### config.mk
export PLATFORM = sky130hd
export DESIGN_NAME = hash_request_frontend_flat
export DESIGN_NICKNAME = d
export VERILOG_FILES = /design/src/rtl/hash_request_frontend_if.sv /design/src/rtl/hash_request_frontend.sv /design/src/flat_wrapper.sv
export SDC_FILE = /design/constraint.sdc
export NUM_CORES = 1
export LEC_CHECK = 0
export BUFFER_PORTS_ARGS = -buffer_cell sky130_fd_sc_hd__buf_4
export CAP_MARGIN = 10
export CORE_ASPECT_RATIO = 1.1
export CORE_MARGIN = 5
export CORE_UTILIZATION = 52
export DETAILED_ROUTE_END_ITERATION = 7
export PLACE_DENSITY_LB_ADDON = 0.05
export REMOVE_ABC_BUFFERS = 1
export SYNTH_ARGS = -nofsm -noshare
export SYNTH_HDL_FRONTEND = slang
export SYNTH_SLANG_ARGS = --single-unit
### constraint.sdc
create_clock -name clk -period 2.9 [get_ports clk]
set_clock_uncertainty 0.05 [all_clocks]
set_input_delay 0.58 -clock clk [delete_from_list [all_inputs] [get_ports clk]]
set_output_delay 0.58 -clock clk [all_outputs]
set_load 0.005 [all_outputs]
### src/rtl/hash_request_frontend_if.sv
// Host request/response channel between a requester and hash_request_frontend.
interface hash_req_if #(
  parameter int KEY_WIDTH  = 2,
  parameter int DATA_WIDTH = 32
);
  logic                  req_valid_i;
  logic                  req_ready_o;
  logic [1:0]            req_op_i;
  logic [KEY_WIDTH-1:0]  req_key_i;
  logic [DATA_WIDTH-1:0] req_data_i;
  logic                  resp_valid_o;
  logic                  resp_ready_i;
  logic [1:0]            resp_op_o;
  logic [2:0]            resp_status_o;
  logic [DATA_WIDTH-1:0] resp_data_o;

  modport master (
    output req_valid_i, req_op_i, req_key_i, req_data_i, resp_ready_i,
    input  req_ready_o, resp_valid_o, resp_op_o, resp_status_o, resp_data_o
  );

  modport slave (
    input  req_valid_i, req_op_i, req_key_i, req_data_i, resp_ready_i,
    output req_ready_o, resp_valid_o, resp_op_o, resp_status_o, resp_data_o
  );
endinterface

### src/rtl/hash_request_frontend.sv
// Request frontend for a hash table controller: accepts one host operation,
// waits out the table lookup latency, drives the op for one cycle, returns status.
//
// state   | meaning
// IDLE    | ready for a host request
// LOOKUP  | key presented, counting down table read latency
// EXECUTE | opcode driven to controller, result captured on this edge
// RESPOND | response held until host accepts it
module hash_request_frontend #(
  parameter int KEY_WIDTH      = 2,
  parameter int DATA_WIDTH     = 32,
  parameter int LOOKUP_LATENCY = 2
) (
  input  logic                  clk,
  input  logic                  reset,
  input  logic                  clk_en,
  hash_req_if.slave             host,
  output logic [KEY_WIDTH-1:0]  key_o,
  output logic [DATA_WIDTH-1:0] data_o,
  output logic [1:0]            delete_write_read_o,
  input  logic [DATA_WIDTH-1:0] read_data_i,
  input  logic                  valid_i,
  input  logic                  no_deletion_target_i,
  input  logic                  no_write_space_i,
  input  logic                  no_element_found_i,
  input  logic                  key_already_present_i,
  output logic [15:0]           err_count_o
);

  typedef enum logic [1:0] {IDLE, LOOKUP, EXECUTE, RESPOND} state_t;

  localparam logic [1:0] OP_NOP  = 2'b00;
  localparam logic [1:0] OP_READ = 2'b01;

  localparam logic [2:0] ST_OK          = 3'b000;
  localparam logic [2:0] ST_NOT_FOUND   = 3'b001;
  localparam logic [2:0] ST_NO_DEL      = 3'b010;
  localparam logic [2:0] ST_NO_SPACE    = 3'b011;
  localparam logic [2:0] ST_KEY_PRESENT = 3'b100;
  localparam logic [2:0] ST_PROTO_ERR   = 3'b111;

  localparam logic [3:0] LAT = 4'(LOOKUP_LATENCY);

  state_t                state_q, state_d;
  logic [3:0]            cnt_q, cnt_d;
  logic [1:0]            op_q, op_d;
  logic [KEY_WIDTH-1:0]  key_q, key_d;
  logic [DATA_WIDTH-1:0] data_q, data_d;
  logic [2:0]            status_q, status_d;
  logic [DATA_WIDTH-1:0] rdata_q, rdata_d;
  logic [15:0]           err_q, err_d;
  logic [2:0]            exec_status;

  always_comb begin
    exec_status = ST_OK;
    if (!valid_i)                   exec_status = ST_PROTO_ERR;
    else if (key_already_present_i) exec_status = ST_KEY_PRESENT;
    else if (no_write_space_i)      exec_status = ST_NO_SPACE;
    else if (no_deletion_target_i)  exec_status = ST_NO_DEL;
    else if (no_element_found_i)    exec_status = ST_NOT_FOUND;
  end

  always_comb begin
    state_d  = state_q;
    cnt_d    = cnt_q;
    op_d     = op_q;
    key_d    = key_q;
    data_d   = data_q;
    status_d = status_q;
    rdata_d  = rdata_q;
    err_d    = err_q;
    if (clk_en) begin
      case (state_q)
        IDLE: begin
          if (host.req_valid_i) begin
            op_d   = host.req_op_i;
            key_d  = host.req_key_i;
            data_d = host.req_data_i;
            if (host.req_op_i == OP_NOP) begin
              state_d  = RESPOND;
              status_d = ST_OK;
              rdata_d  = '0;
            end else if (LAT == 4'd0) begin
              state_d = EXECUTE;
            end else begin
              state_d = LOOKUP;
              cnt_d   = LAT;
            end
          end
        end
        LOOKUP: begin
          // Leave on the edge where the count reaches zero so LOOKUP spans LAT cycles.
          if (cnt_q <= 4'd1) begin
            cnt_d   = 4'd0;
            state_d = EXECUTE;
          end else begin
            cnt_d = cnt_q - 4'd1;
          end
        end
        EXECUTE: begin
          status_d = exec_status;
          rdata_d  = (op_q == OP_READ && exec_status == ST_OK) ? read_data_i : '0;
          if (exec_status != ST_OK && err_q != 16'hFFFF) err_d = err_q + 16'd1;
          state_d = RESPOND;
        end
        RESPOND: begin
          if (host.resp_ready_i) state_d = IDLE;
        end
        default: state_d = IDLE;
      endcase
    end
  end

  always_ff @(posedge clk) begin
    if (!reset) begin
      state_q  <= IDLE;
      cnt_q    <= 4'd0;
      op_q     <= 2'b00;
      key_q    <= '0;
      data_q   <= '0;
      status_q <= ST_OK;
      rdata_q  <= '0;
      err_q    <= 16'd0;
    end else begin
      state_q  <= state_d;
      cnt_q    <= cnt_d;
      op_q     <= op_d;
      key_q    <= key_d;
      data_q   <= data_d;
      status_q <= status_d;
      rdata_q  <= rdata_d;
      err_q    <= err_d;
    end
  end

  assign host.req_ready_o   = (state_q == IDLE);
  assign host.resp_valid_o  = (state_q == RESPOND);
  assign host.resp_op_o     = op_q;
  assign host.resp_status_o = status_q;
  assign host.resp_data_o   = rdata_q;
  assign key_o              = key_q;
  assign data_o             = data_q;
  assign delete_write_read_o = (state_q == EXECUTE) ? op_q : 2'b00;
  assign err_count_o        = err_q;

endmodule

### src/flat_wrapper.sv
// flat-port wrapper written by rule: the top's interface ports become plain ports
module hash_request_frontend_flat 
#(
  parameter int KEY_WIDTH      = 2,
  parameter int DATA_WIDTH     = 32,
  parameter int LOOKUP_LATENCY = 2
)
  (clk, reset, clk_en, key_o, data_o, delete_write_read_o, read_data_i, valid_i, no_deletion_target_i, no_write_space_i, no_element_found_i, key_already_present_i, err_count_o, host_req_valid_i, host_req_op_i, host_req_key_i, host_req_data_i, host_resp_ready_i, host_req_ready_o, host_resp_valid_o, host_resp_op_o, host_resp_status_o, host_resp_data_o);
  hash_req_if #(.KEY_WIDTH(KEY_WIDTH), .DATA_WIDTH(DATA_WIDTH)) host_i ();
  input  logic clk;
  input  logic reset;
  input  logic clk_en;
  output logic [KEY_WIDTH-1:0] key_o;
  output logic [DATA_WIDTH-1:0] data_o;
  output logic [1:0] delete_write_read_o;
  input  logic [DATA_WIDTH-1:0] read_data_i;
  input  logic valid_i;
  input  logic no_deletion_target_i;
  input  logic no_write_space_i;
  input  logic no_element_found_i;
  input  logic key_already_present_i;
  output logic [15:0] err_count_o;
  input wire logic [$bits(host_i.req_valid_i)-1:0] host_req_valid_i;
  input wire logic [$bits(host_i.req_op_i)-1:0] host_req_op_i;
  input wire logic [$bits(host_i.req_key_i)-1:0] host_req_key_i;
  input wire logic [$bits(host_i.req_data_i)-1:0] host_req_data_i;
  input wire logic [$bits(host_i.resp_ready_i)-1:0] host_resp_ready_i;
  output wire logic [$bits(host_i.req_ready_o)-1:0] host_req_ready_o;
  output wire logic [$bits(host_i.resp_valid_o)-1:0] host_resp_valid_o;
  output wire logic [$bits(host_i.resp_op_o)-1:0] host_resp_op_o;
  output wire logic [$bits(host_i.resp_status_o)-1:0] host_resp_status_o;
  output wire logic [$bits(host_i.resp_data_o)-1:0] host_resp_data_o;
  assign host_i.req_valid_i = host_req_valid_i;
  assign host_i.req_op_i = host_req_op_i;
  assign host_i.req_key_i = host_req_key_i;
  assign host_i.req_data_i = host_req_data_i;
  assign host_i.resp_ready_i = host_resp_ready_i;
  assign host_req_ready_o = host_i.req_ready_o;
  assign host_resp_valid_o = host_i.resp_valid_o;
  assign host_resp_op_o = host_i.resp_op_o;
  assign host_resp_status_o = host_i.resp_status_o;
  assign host_resp_data_o = host_i.resp_data_o;
  hash_request_frontend #(.KEY_WIDTH(KEY_WIDTH), .DATA_WIDTH(DATA_WIDTH), .LOOKUP_LATENCY(LOOKUP_LATENCY)) u_core (.clk(clk), .reset(reset), .clk_en(clk_en), .host(host_i), .key_o(key_o), .data_o(data_o), .delete_write_read_o(delete_write_read_o), .read_data_i(read_data_i), .valid_i(valid_i), .no_deletion_target_i(no_deletion_target_i), .no_write_space_i(no_write_space_i), .no_element_found_i(no_element_found_i), .key_already_present_i(key_already_present_i), .err_count_o(err_count_o));
endmodule
==> results.md <==
* Status: completed
* # setup viols final at 0
* TritonCTS Buffers at 9
* CP Max Fanout at 21
* Starting Density at 52.88%
* Clock-pin slew on the worst setup and hold paths at 0.10 ns
* Initial antenna violation count at 0
* Most numerous cell in the Yosys netlist: nand2_1
* CP required at 3.14 ns
* Commonest cells in the netlist: nand2_1 (118), dfxtp_1 (93), a21oi_1 (57)
* Initial DRC Count at 115
* Core Region at 0.007870 sq mm
* CTS Buffer Depth at 2
* CP endpoint kind: register
* Die ar. at 0.009894 sq mm
* MaxCap Viol Count at 0
* Routed wire length at 11.10 mm
* Worst-Margin Slew at 0.6700 ns
* Die X at 95.30 microns
* Synthesized area at 0.004161 sq mm
* Synth area leader: dfxtp_1
* Synth Flop Type: dfxtp_1
* Largest net degree at the start of global routing at 45
* Number of global-route vias before repair at 3751
* Fin crit period at 2.330 ns
* Total clock sinks at 93
* Xor/xnor share of the synthesized area at 0.6314%
* Synth-to-layout area growth at 37.55%
* Area after DPL at 0.005497 sq mm
* Final Max Tran Viols at 0
* Post-cts resize count at 0
* Drt wl/cell at 14.90 microns
* Register Area at 0.001862 sq mm
* Ys Warns at 0
* TNS Setup at 0 ns
* Number of synthesized flops with an enable pin at 0
* Depth of the CTS H-tree at 3
* Unique masters post-synth at 45
* Post-CTS repair timing setup buffer count at 0
* FFs w/ async S/R, synth at 0%
* Post-synthesis mux area share at 1.443%
* Simple-Gate Fraction of Synth Area at 27.93%
* Hold Path Class: input port to register
* Via count at 3904
* Global-route usage over all layers at 22.43%
* Clk Latency, worst-skew pair at 0.36 ns
* CTS tree: built
* Die H at 103.8 microns
* Synth Area in Adders at 2.105%
* First-pass GRT wire length at 17.97 mm
* Nets@finish at 717
* Fill count at 648
* Critical path class: register to register
* Max-slew headroom at 54.95%
* Period utilization at 80.33%
* Layout cells sized above 1 at 41.13%
* Fin area at 0.005724 sq mm
* Total congestion overflow at 0
* Port buffer count at 168
* RSZ-0062 raised after global routing: no
* Syn Area/Cell at 8.706 sq um
* Power consumption at 2.723 mW
* Hold-fix buffers, CTS at 0
* Sequential element share of the synthesized area at 44.74%
* Peak supply drop at 0.2431 mV
* Clock root buffer: clkbuf_8
* Synthesis-stage register bit count at 93
* Post-DP HPWL at 8.100 mm
* Vias per cell at 5.240
* CP Launch Type: register
* CP max-delay cell: nor4bb_1
* Compound-Gate Fraction of Synth Area at 18.16%
* Max Fclk at 429.2 MHz
* Top-area cell type share of the netlist area at 44.74%
* CP cell instances: inv_1 -> ha_1 -> nor4bb_1 -> o21a_2 -> buf_12 -> nand3_2 -> a21oi_2
* Multi-input logic area at 0.002103 sq mm
* Largest family of logic cells by synthesized area: simple AND/OR/NAND/NOR gates
* Delay of the slowest critical-path stage at 0.48 ns
* Cell count after synthesis at 478
* Final hold violation count at 0
* Routability-driven placement congestion ratio at 0.7730
* Leakage power at 2.234 nW
* Worst path arrival time at 2.57 ns
* Synth area leaders: dfxtp_1 (45%), nand2_1 (11%), nand3_2 (7.2%), a21oi_1 (6.9%), a21oi_2 (6.3%)
* Antenna diode count at 0
* # IOs at 169
* Power per cell area at 475.6 mW/mm^2
* DRC at 0
* Standard-cell rows at 34
* Post-DRT Antenna Nets at 0
* First drt pass iteration count at 4
per-stage QoR:
stage          hold slack [ns]  std cells  setup slack (ns)  util (%)
6_report                0.4041        745            0.5703     72.73
5_1_grt                 0.3953        745            0.4421     72.73
4_1_cts                 0.3946        745            0.5627     72.73
3_5_place_dp            0.3988        729            0.5905     69.84
3_3_place_gp            0.3913        729            0.6553     69.84
2_1_floorplan           0.3983        443           -0.2371         -
kinds of logic after synthesis:
logic type / count (synthesis)
AND/OR/NAND/NOR: 211
AO/OA/AOI/OAI: 114
flip-flops: 93
buffers and inverters: 44
adder cells (fa/ha/maj): 7
multiplexers: 6
XOR/XNOR: 3
final timing paths:
kind	from	to	slack [ns]	cells after the start
hold / removal	host_req_data_i[23]	u_core.data_o[23]$_SDFFE_PN0P_	0.40	3
setup / recovery	u_core.state_q[0]$_SDFFE_PN0P_	u_core.host.resp_data_o[1]$_SDFFE_PN0P_	0.57	7
setup reg to reg	u_core.state_q[0]$_SDFFE_PN0P_	u_core.host.resp_data_o[1]$_SDFFE_PN0P_	0.57	7
hold reg to reg	u_core.data_o[22]$_SDFFE_PN0P_	u_core.data_o[22]$_SDFFE_PN0P_	0.41	2
cell usage in the layout, fill, tap and decap left out, types with 8 or more instances in the layout:
cell type / synthesis / routed
a21oi_2: 30 / 30
nand2b_1: 8 / 8
clkbuf_8: 0 / 9
nand3_1: 10 / 10
dfxtp_1: 93 / 93
a21oi_1: 57 / 57
buf_4: 4 / 176
nand3_2: 30 / 30
or4_1: 9 / 9
inv_1: 9 / 8
o31ai_1: 8 / 8
nand2_1: 118 / 118
per-layer routing:
layer | track usage [%] | share of wire, % | up-vias
met2 | 37.12 | 49 | 112
met1 | 27.74 | 41 | 1811
met5 | 0 | 0 | -
met3 | 6.019 | 6.9 | 19
li1 | - | - | 1962
met4 | 7.629 | 2.5 | 0
sequential cells by signal (all words and copies together) (netlist names):
signal,flops
u_core.err_count_o,16
u_core.host.resp_op_o,2
u_core.state_q,2
u_core.key_o,2
u_core.host.resp_data_o,32
u_core.host.resp_status_o,3
u_core.cnt_q,4
u_core.data_o,32
layout make-up:
cell class	instances	share of cell area, %
multi-input cells	341	36.74
flip-flops and latches	93	32.52
repair buffers	178	23.78
well taps	108	2.361
clock buffers	9	2.164
clock inverters	7	1.814
inverters	9	0.6120
worst max-delay path: cells and delay by family, from the launching register on:
family | cells | cell delay [ns]
flip-flops | 1 | 0.35
adder cells (fa/ha/maj) | 1 | 0.34
buffers and inverters | 2 | 0.33
AND/OR/NAND/NOR | 2 | 0.58
AO/OA/AOI/OAI | 2 | 0.60
power by group:
group          leakage, nW  switching [mW]  total, mW  internal [mW]
Sequential           0.753          0.0290       1.35           1.32
Clock                0.108           0.487      0.985          0.498
Combinational         1.37           0.203      0.391          0.188
Note: power is estimated with default switching activity, not from simulation.
